`config.mk`:
```
export PLATFORM = sky130hd
export DESIGN_NAME = digit_loader
export DESIGN_NICKNAME = d
export VERILOG_FILES = /design/src/rtl/digit_pkg.sv /design/src/rtl/key_debounce.sv /design/src/rtl/digit_loader.sv
export SDC_FILE = /design/constraint.sdc
export NUM_CORES = 1
export LEC_CHECK = 0
export CORE_ASPECT_RATIO = 1.5
export CORE_MARGIN = 1.5
export CORE_UTILIZATION = 40
export CTS_BUF_LIST = sky130_fd_sc_hd__clkbuf_4 sky130_fd_sc_hd__clkbuf_8
export DETAILED_ROUTE_END_ITERATION = 10
export PLACE_DENSITY_LB_ADDON = 0.08
export SYNTH_ARGS = -nofsm -noshare
export SYNTH_HDL_FRONTEND = slang
export SYNTH_SLANG_ARGS = --single-unit
```
`constraint.sdc`:
```
create_clock -name CLOCK_50 -period 2.15 [get_ports CLOCK_50]
set_clock_uncertainty 0.2 [all_clocks]
set_input_delay 0.215 -clock CLOCK_50 [delete_from_list [all_inputs] [get_ports CLOCK_50]]
set_output_delay 0.215 -clock CLOCK_50 [all_outputs]
set_load 0.01 [all_outputs]
```
`src/rtl/digit_pkg.sv`:
```
// rtl/digit_pkg.sv - shared digit types and active-low seven-segment glyphs
package digit_pkg;

  typedef logic [3:0] digit_t;

  localparam int DIGIT_COUNT = 4;
  localparam logic [6:0] SEG_BLANK = 7'h7F;

  // Index 0 is the rightmost entry; bit 0 = segment a, bit 6 = segment g, active-low.
  localparam logic [15:0][6:0] SEG_GLYPH = {
    7'h0E, 7'h06, 7'h21, 7'h46, 7'h03, 7'h08, 7'h10, 7'h00,
    7'h78, 7'h02, 7'h12, 7'h19, 7'h30, 7'h24, 7'h79, 7'h40
  };

  function automatic logic [6:0] hex_to_seg(digit_t d);
    return SEG_GLYPH[d];
  endfunction

endpackage

```
`src/rtl/key_debounce.sv`:
```
// rtl/key_debounce.sv - synchronizer, debouncer and press-event pulse for one active-low key
module key_debounce #(
  parameter int DEBOUNCE_CYCLES = 500000
) (
  input  logic clk,
  input  logic rst_n,
  input  logic key_n,
  output logic press
);

  localparam int CW = (DEBOUNCE_CYCLES > 2) ? $clog2(DEBOUNCE_CYCLES) : 1;
  localparam logic [CW-1:0] CNT_MAX = CW'(DEBOUNCE_CYCLES - 1);

  logic          sync1;
  logic          sync2;
  logic [1:0]    fill;
  logic          armed;
  logic [CW-1:0] cnt;
  logic          stable;
  logic          stable_d;
  logic          press_q;

  always_ff @(posedge clk or negedge rst_n) begin
    if (!rst_n) begin
      sync1 <= 1'b1;
      sync2 <= 1'b1;
    end else begin
      sync1 <= key_n;
      sync2 <= sync1;
    end
  end

  // A key held through reset must be observed released (with real samples) before it may fire.
  always_ff @(posedge clk or negedge rst_n) begin
    if (!rst_n) begin
      fill  <= 2'b00;
      armed <= 1'b0;
    end else begin
      fill <= {fill[0], 1'b1};
      if (fill[1] && sync2 && stable)
        armed <= 1'b1;
    end
  end

  always_ff @(posedge clk or negedge rst_n) begin
    if (!rst_n) begin
      cnt    <= '0;
      stable <= 1'b1;
    end else if (sync2 == stable) begin
      cnt <= '0;
    end else if (cnt == CNT_MAX) begin
      stable <= sync2;
      cnt    <= '0;
    end else begin
      cnt <= cnt + 1'b1;
    end
  end

  always_ff @(posedge clk or negedge rst_n) begin
    if (!rst_n) begin
      stable_d <= 1'b1;
      press_q  <= 1'b0;
    end else begin
      stable_d <= stable;
      press_q  <= stable_d & ~stable & armed;
    end
  end

  assign press = press_q;

endmodule

```
`src/rtl/digit_loader.sv`:
```
// rtl/digit_loader.sv - front-panel four-digit entry with debounced ENTER/CLEAR and HEX display
module digit_loader
  import digit_pkg::*;
#(
  parameter int DEBOUNCE_CYCLES = 500000
) (
  input  logic        CLOCK_50,
  input  logic        RESET_N,
  input  logic [3:0]  SW,
  input  logic        KEY_ENTER_N,
  input  logic        KEY_CLEAR_N,
  output logic [6:0]  HEX0,
  output logic [6:0]  HEX1,
  output logic [6:0]  HEX2,
  output logic [6:0]  HEX3,
  output logic [15:0] DIGITS,
  output logic        FULL,
  output logic        DONE
);

  logic                             enter_evt;
  logic                             clear_evt;
  logic [DIGIT_COUNT-1:0][3:0]      digits_q;
  logic [2:0]                       count;
  logic                             done_q;
  logic [6:0]                       hex [DIGIT_COUNT];

  key_debounce #(.DEBOUNCE_CYCLES(DEBOUNCE_CYCLES)) u_enter (
    .clk   (CLOCK_50),
    .rst_n (RESET_N),
    .key_n (KEY_ENTER_N),
    .press (enter_evt)
  );

  key_debounce #(.DEBOUNCE_CYCLES(DEBOUNCE_CYCLES)) u_clear (
    .clk   (CLOCK_50),
    .rst_n (RESET_N),
    .key_n (KEY_CLEAR_N),
    .press (clear_evt)
  );

  // CLEAR has priority; an ENTER in the same cycle is dropped along with its SW value.
  always_ff @(posedge CLOCK_50 or negedge RESET_N) begin
    if (!RESET_N) begin
      digits_q <= '0;
      count    <= 3'd0;
      done_q   <= 1'b0;
    end else begin
      done_q <= 1'b0;
      if (clear_evt) begin
        digits_q <= '0;
        count    <= 3'd0;
      end else if (enter_evt && count < 3'd4) begin
        digits_q <= {digits_q[2:0], SW};
        count    <= count + 3'd1;
        done_q   <= (count == 3'd3);
      end
    end
  end

  always_comb begin
    for (int i = 0; i < DIGIT_COUNT; i++) begin
      hex[i] = (3'(i) < count) ? hex_to_seg(digits_q[i]) : SEG_BLANK;
    end
  end

  assign HEX0   = hex[0];
  assign HEX1   = hex[1];
  assign HEX2   = hex[2];
  assign HEX3   = hex[3];
  assign DIGITS = digits_q;
  assign FULL   = (count == 3'd4);
  assign DONE   = done_q;

endmodule

```
==> summary.md <==
| Metric | Value |
|---|---|
| Die Height | 129 um |
| Nets@finish | 617 |
| CP required | 1.74 ns |
| Unrepaired setup endpoints after global routing | true |
| Dpl ws | -0.138 ns |
| DR vias/cell | 5.08 |
| CTS tree | done |
| Mapped Avg Cell Area | 9.30 um2 |
| H-Tree Depth | 3 |
| DRC | 0 |
| Clock-pin slew on the worst setup and hold paths | 0.07 ns |
| Post-DP HPWL | 7.32 mm |
| Post-Syn Area | 0.00422 mm2 |
| GPL Wtd Cong | 0.822 |
| Ys async rst share | 100% |
| Final Max Slew Viols | 0 |
| Gr usage total | 18.9% |
| CTS Root Cell | clkbuf_8 |
| CP startpoint kind | flip-flop |
| Routed length per instance | 13.4 um |
| Sequential-to-total area share from yosys stat | 42.9% |
| Syn nets | 489 |
| Inserted Clock Buffers | 9 |
| Final hold violation count | 0 |
| Number of DRC markers in iteration 0 | 102 |
| Ant. Diodes | 0 |
| Sink Count | 72 |
| Clock latency at the later pin of the worst-skew pair | 0.35 ns |
| HP Class | in2reg |
| Min Tclk post-route | 2.25 ns |
| Yosys warning count | 0 |
| Setup crit end kind | output port |
| Slowest stage cell, crit path | mux4_2 |
| Status | complete, but fails checks |
| Distinct cells, synth | 44 |
| Area grow syn2layout | 38.5% |
| Most used DFF post-synth | dfrtp_1 |
| Share of the synthesized area in the top cell type | 37.9% |
| Global route overflow | 0 |
| Max-Cap Viols | 0 |
| Max IR drop VDD | 0.417 mV |
| Die span in x | 86.9 um |
| Final Util | 57.4% |
| Final Cycle Share | 105% |
| Dpl cell area | 0.00544 mm2 |
| First-pass GRT wire length | 16.7 mm |
| Kind of critical path | reg2out |
| Pwr Density | 438 mW/mm2 |
| Final setup margin | -0.103 ns |
| Core box area | 0.0102 mm2 |
| Cells after synthesis | 454 |
| Worst EP arrival | 1.84 ns |
| # IOs | 54 |
| Vias | 3698 |
| Design area | 0.00585 mm2 |
| Clock tree buffer depth | 2 |
| Crit-path cells | buf_4 > ha_1 > mux4_2 > nand2b_4 > buf_6 |
| Worst hold margin | 0.0711 ns |
| Layout cells sized above 1 | 32.5% |
| Core Rows | 45 |
| Setup-failing EPs final | 6 |
| Max transition margin | 59.2% |
| Routed Wire Length | 9.76 mm |
| Port buffer count | 53 |
| Largest net degree at the start of global routing | 42 |
| Synth Register Bits | 72 |
| Die Area | 0.0112 mm2 |
| Antenna viol nets, final | 0 |
| Leading post-synthesis cells by cell area | dfrtp_1 38%, ha_1 8.0%, xnor2_1 5.8% |
| Initial DRT Pass Iterations | 4 |
| Slew @ Worst Pin | 0.612 ns |
| Initial Util | 41.4% |
| Max incr delay on CP | 0.47 ns |
| EDFF count, synth | 0 |
| Pleak | 2.36 nW |
| Crit path max fanout | 4 |
| Vias in the first global route | 3800 |
| Max frequency | 0.444 GHz |
| Initial antenna violation count | 0 |
| Failing checks | negative setup slack |
| Area leader, netlist | dfrtp_1 |
[path summary, 6_finish.rpt]
check                           startpoint               end  slack, ns  cells after the start
min                            KEY_CLEAR_N     u_clear.sync1       0.07                      1
max reg2reg                 u_clear.cnt[9]    u_clear.stable      -0.03                      4
max in group asynchronous          RESET_N  u_enter.stable_d       1.11                      3
min reg2reg                u_clear.fill[0]   u_clear.fill[1]       0.16                      0
min in group asynchronous          RESET_N   u_clear.cnt[11]       0.22                      3
max                              DIGITS[1]           HEX0[3]      -0.10                      5
[sequential cells by signal (all words and copies together) (netlist names)]
| signal | cells |
|---|---|
| u_clear.press | 1 |
| DIGITS | 16 |
| u_clear.stable_d | 1 |
| u_clear.fill | 2 |
| u_enter.stable | 1 |
| u_clear.armed | 1 |
| u_enter.sync2 | 1 |
| u_clear.cnt | 19 |
| DONE | 1 |
| u_enter.press | 1 |
| u_enter.cnt | 19 |
| u_clear.stable | 1 |
| count | 3 |
| u_clear.sync1 | 1 |
| u_enter.armed | 1 |
| u_enter.sync1 | 1 |
| u_enter.stable_d | 1 |
| u_clear.sync2 | 1 |
[cell usage after synthesis, types with 3 or more instances]
library cell,number
nand2b_1,12
nor2_1,50
o211ai_1,15
nand4_1,8
o21ai_0,13
xnor2_1,28
dfrtp_1,64
nor4_1,9
nor2b_1,4
a21oi_1,25
dfstp_2,8
nand2_1,57
clkbuf_1,16
ha_1,27
inv_1,24
mux2i_1,9
nand3_1,17
mux4_2,3
or3_1,7
nor3_1,9
xor2_1,3
a21boi_0,5
o311ai_0,10
a21o_1,3
[cell type report]
| cell class | instances | area [um2] |
|---|---|---|
| inverters | 24 | 92.6 |
| clock buffers | 11 | 151 |
| repair buffers | 136 | 1070 |
| flip-flops and latches | 72 | 1820 |
| clock inverters | 5 | 55.1 |
| fillers | 919 | 4340 |
| well taps | 141 | 176 |
| multi-input cells | 339 | 2490 |
[placed cells by master, fill, tap and decap left out, types with 9 or more instances in the layout]
master and instances:
a21oi_1 25, buf_2 21, buf_4 76, clkbuf_8 11, clkdlybuf4s50_1 23, dfrtp_1 61, ha_1 11, ha_4 11
inv_1 14, inv_2 9, mux2i_1 9, nand2_1 56, nand3_1 17, nor2_1 49, nor3_1 9, nor4_1 9
o211ai_1 15, o21ai_0 9, xnor2_1 28
[worst max-delay path, delay by kind of cell, from the launching register on]
kind | cells | cell delay [ns]
fa+ha+maj | 1 | 0.19
simple gates | 1 | 0.15
flops | 1 | 0.41
mux | 1 | 0.47
buf+inv | 2 | 0.27
[cell families (layout without fill, tap and decap cells)]
| family | count (synthesis) | in the layout | synth area share [%] |
|---|---|---|---|
| and+or+nand+nor | 189 | 189 | 21.7 |
| AOI/OAI and AO/OA | 77 | 77 | 12.6 |
| DFF | 72 | 72 | 42.9 |
| buffers and inverters | 43 | 176 | 4.06 |
| xor gates and xnor gates | 31 | 31 | 6.43 |
| adders and majority gates | 27 | 27 | 8.00 |
| muxes | 14 | 14 | 4.27 |
| other | 1 | 1 | 0.0888 |
[routing by layer]
metal  up-vias  global-route usage, %  wire [um]
met5         -                      0          0
met1      1793                   19.1       3730
met2        56                   36.6       5540
met4         0                   9.49        273
li1       1831                      -          -
met3        18                   2.69        215
[where the power goes]
group          switching (mW)  total [mW]  internal, mW
Clock                   0.491        1.08         0.594
Combinational          0.0526      0.0917        0.0391
Sequential             0.0116        1.38          1.37
[repair_timing]
| item | CTS | global route |
|---|---|---|
| resized for setup | 139 | 48 |
| buffers inserted | 0 | 5 |
| endpoints found under the setup margin | 29 | 43 |
| endpoints found under the hold margin | 64 | 0 |
| pin swaps | 7 | 11 |
| hold buffers | 1 | 0 |
[per-stage QoR]
stage	setup TNS, ns	std cells	power (mW)
6_report	-0.350	728	2.56
5_1_grt	-1.68	728	2.67
4_1_cts	-0.504	723	2.61
3_5_place_dp	-0.543	706	1.50
3_3_place_gp	-0.302	706	1.50
2_1_floorplan	-0.000658	454	1.44
(Power assumes the default switching activity.)
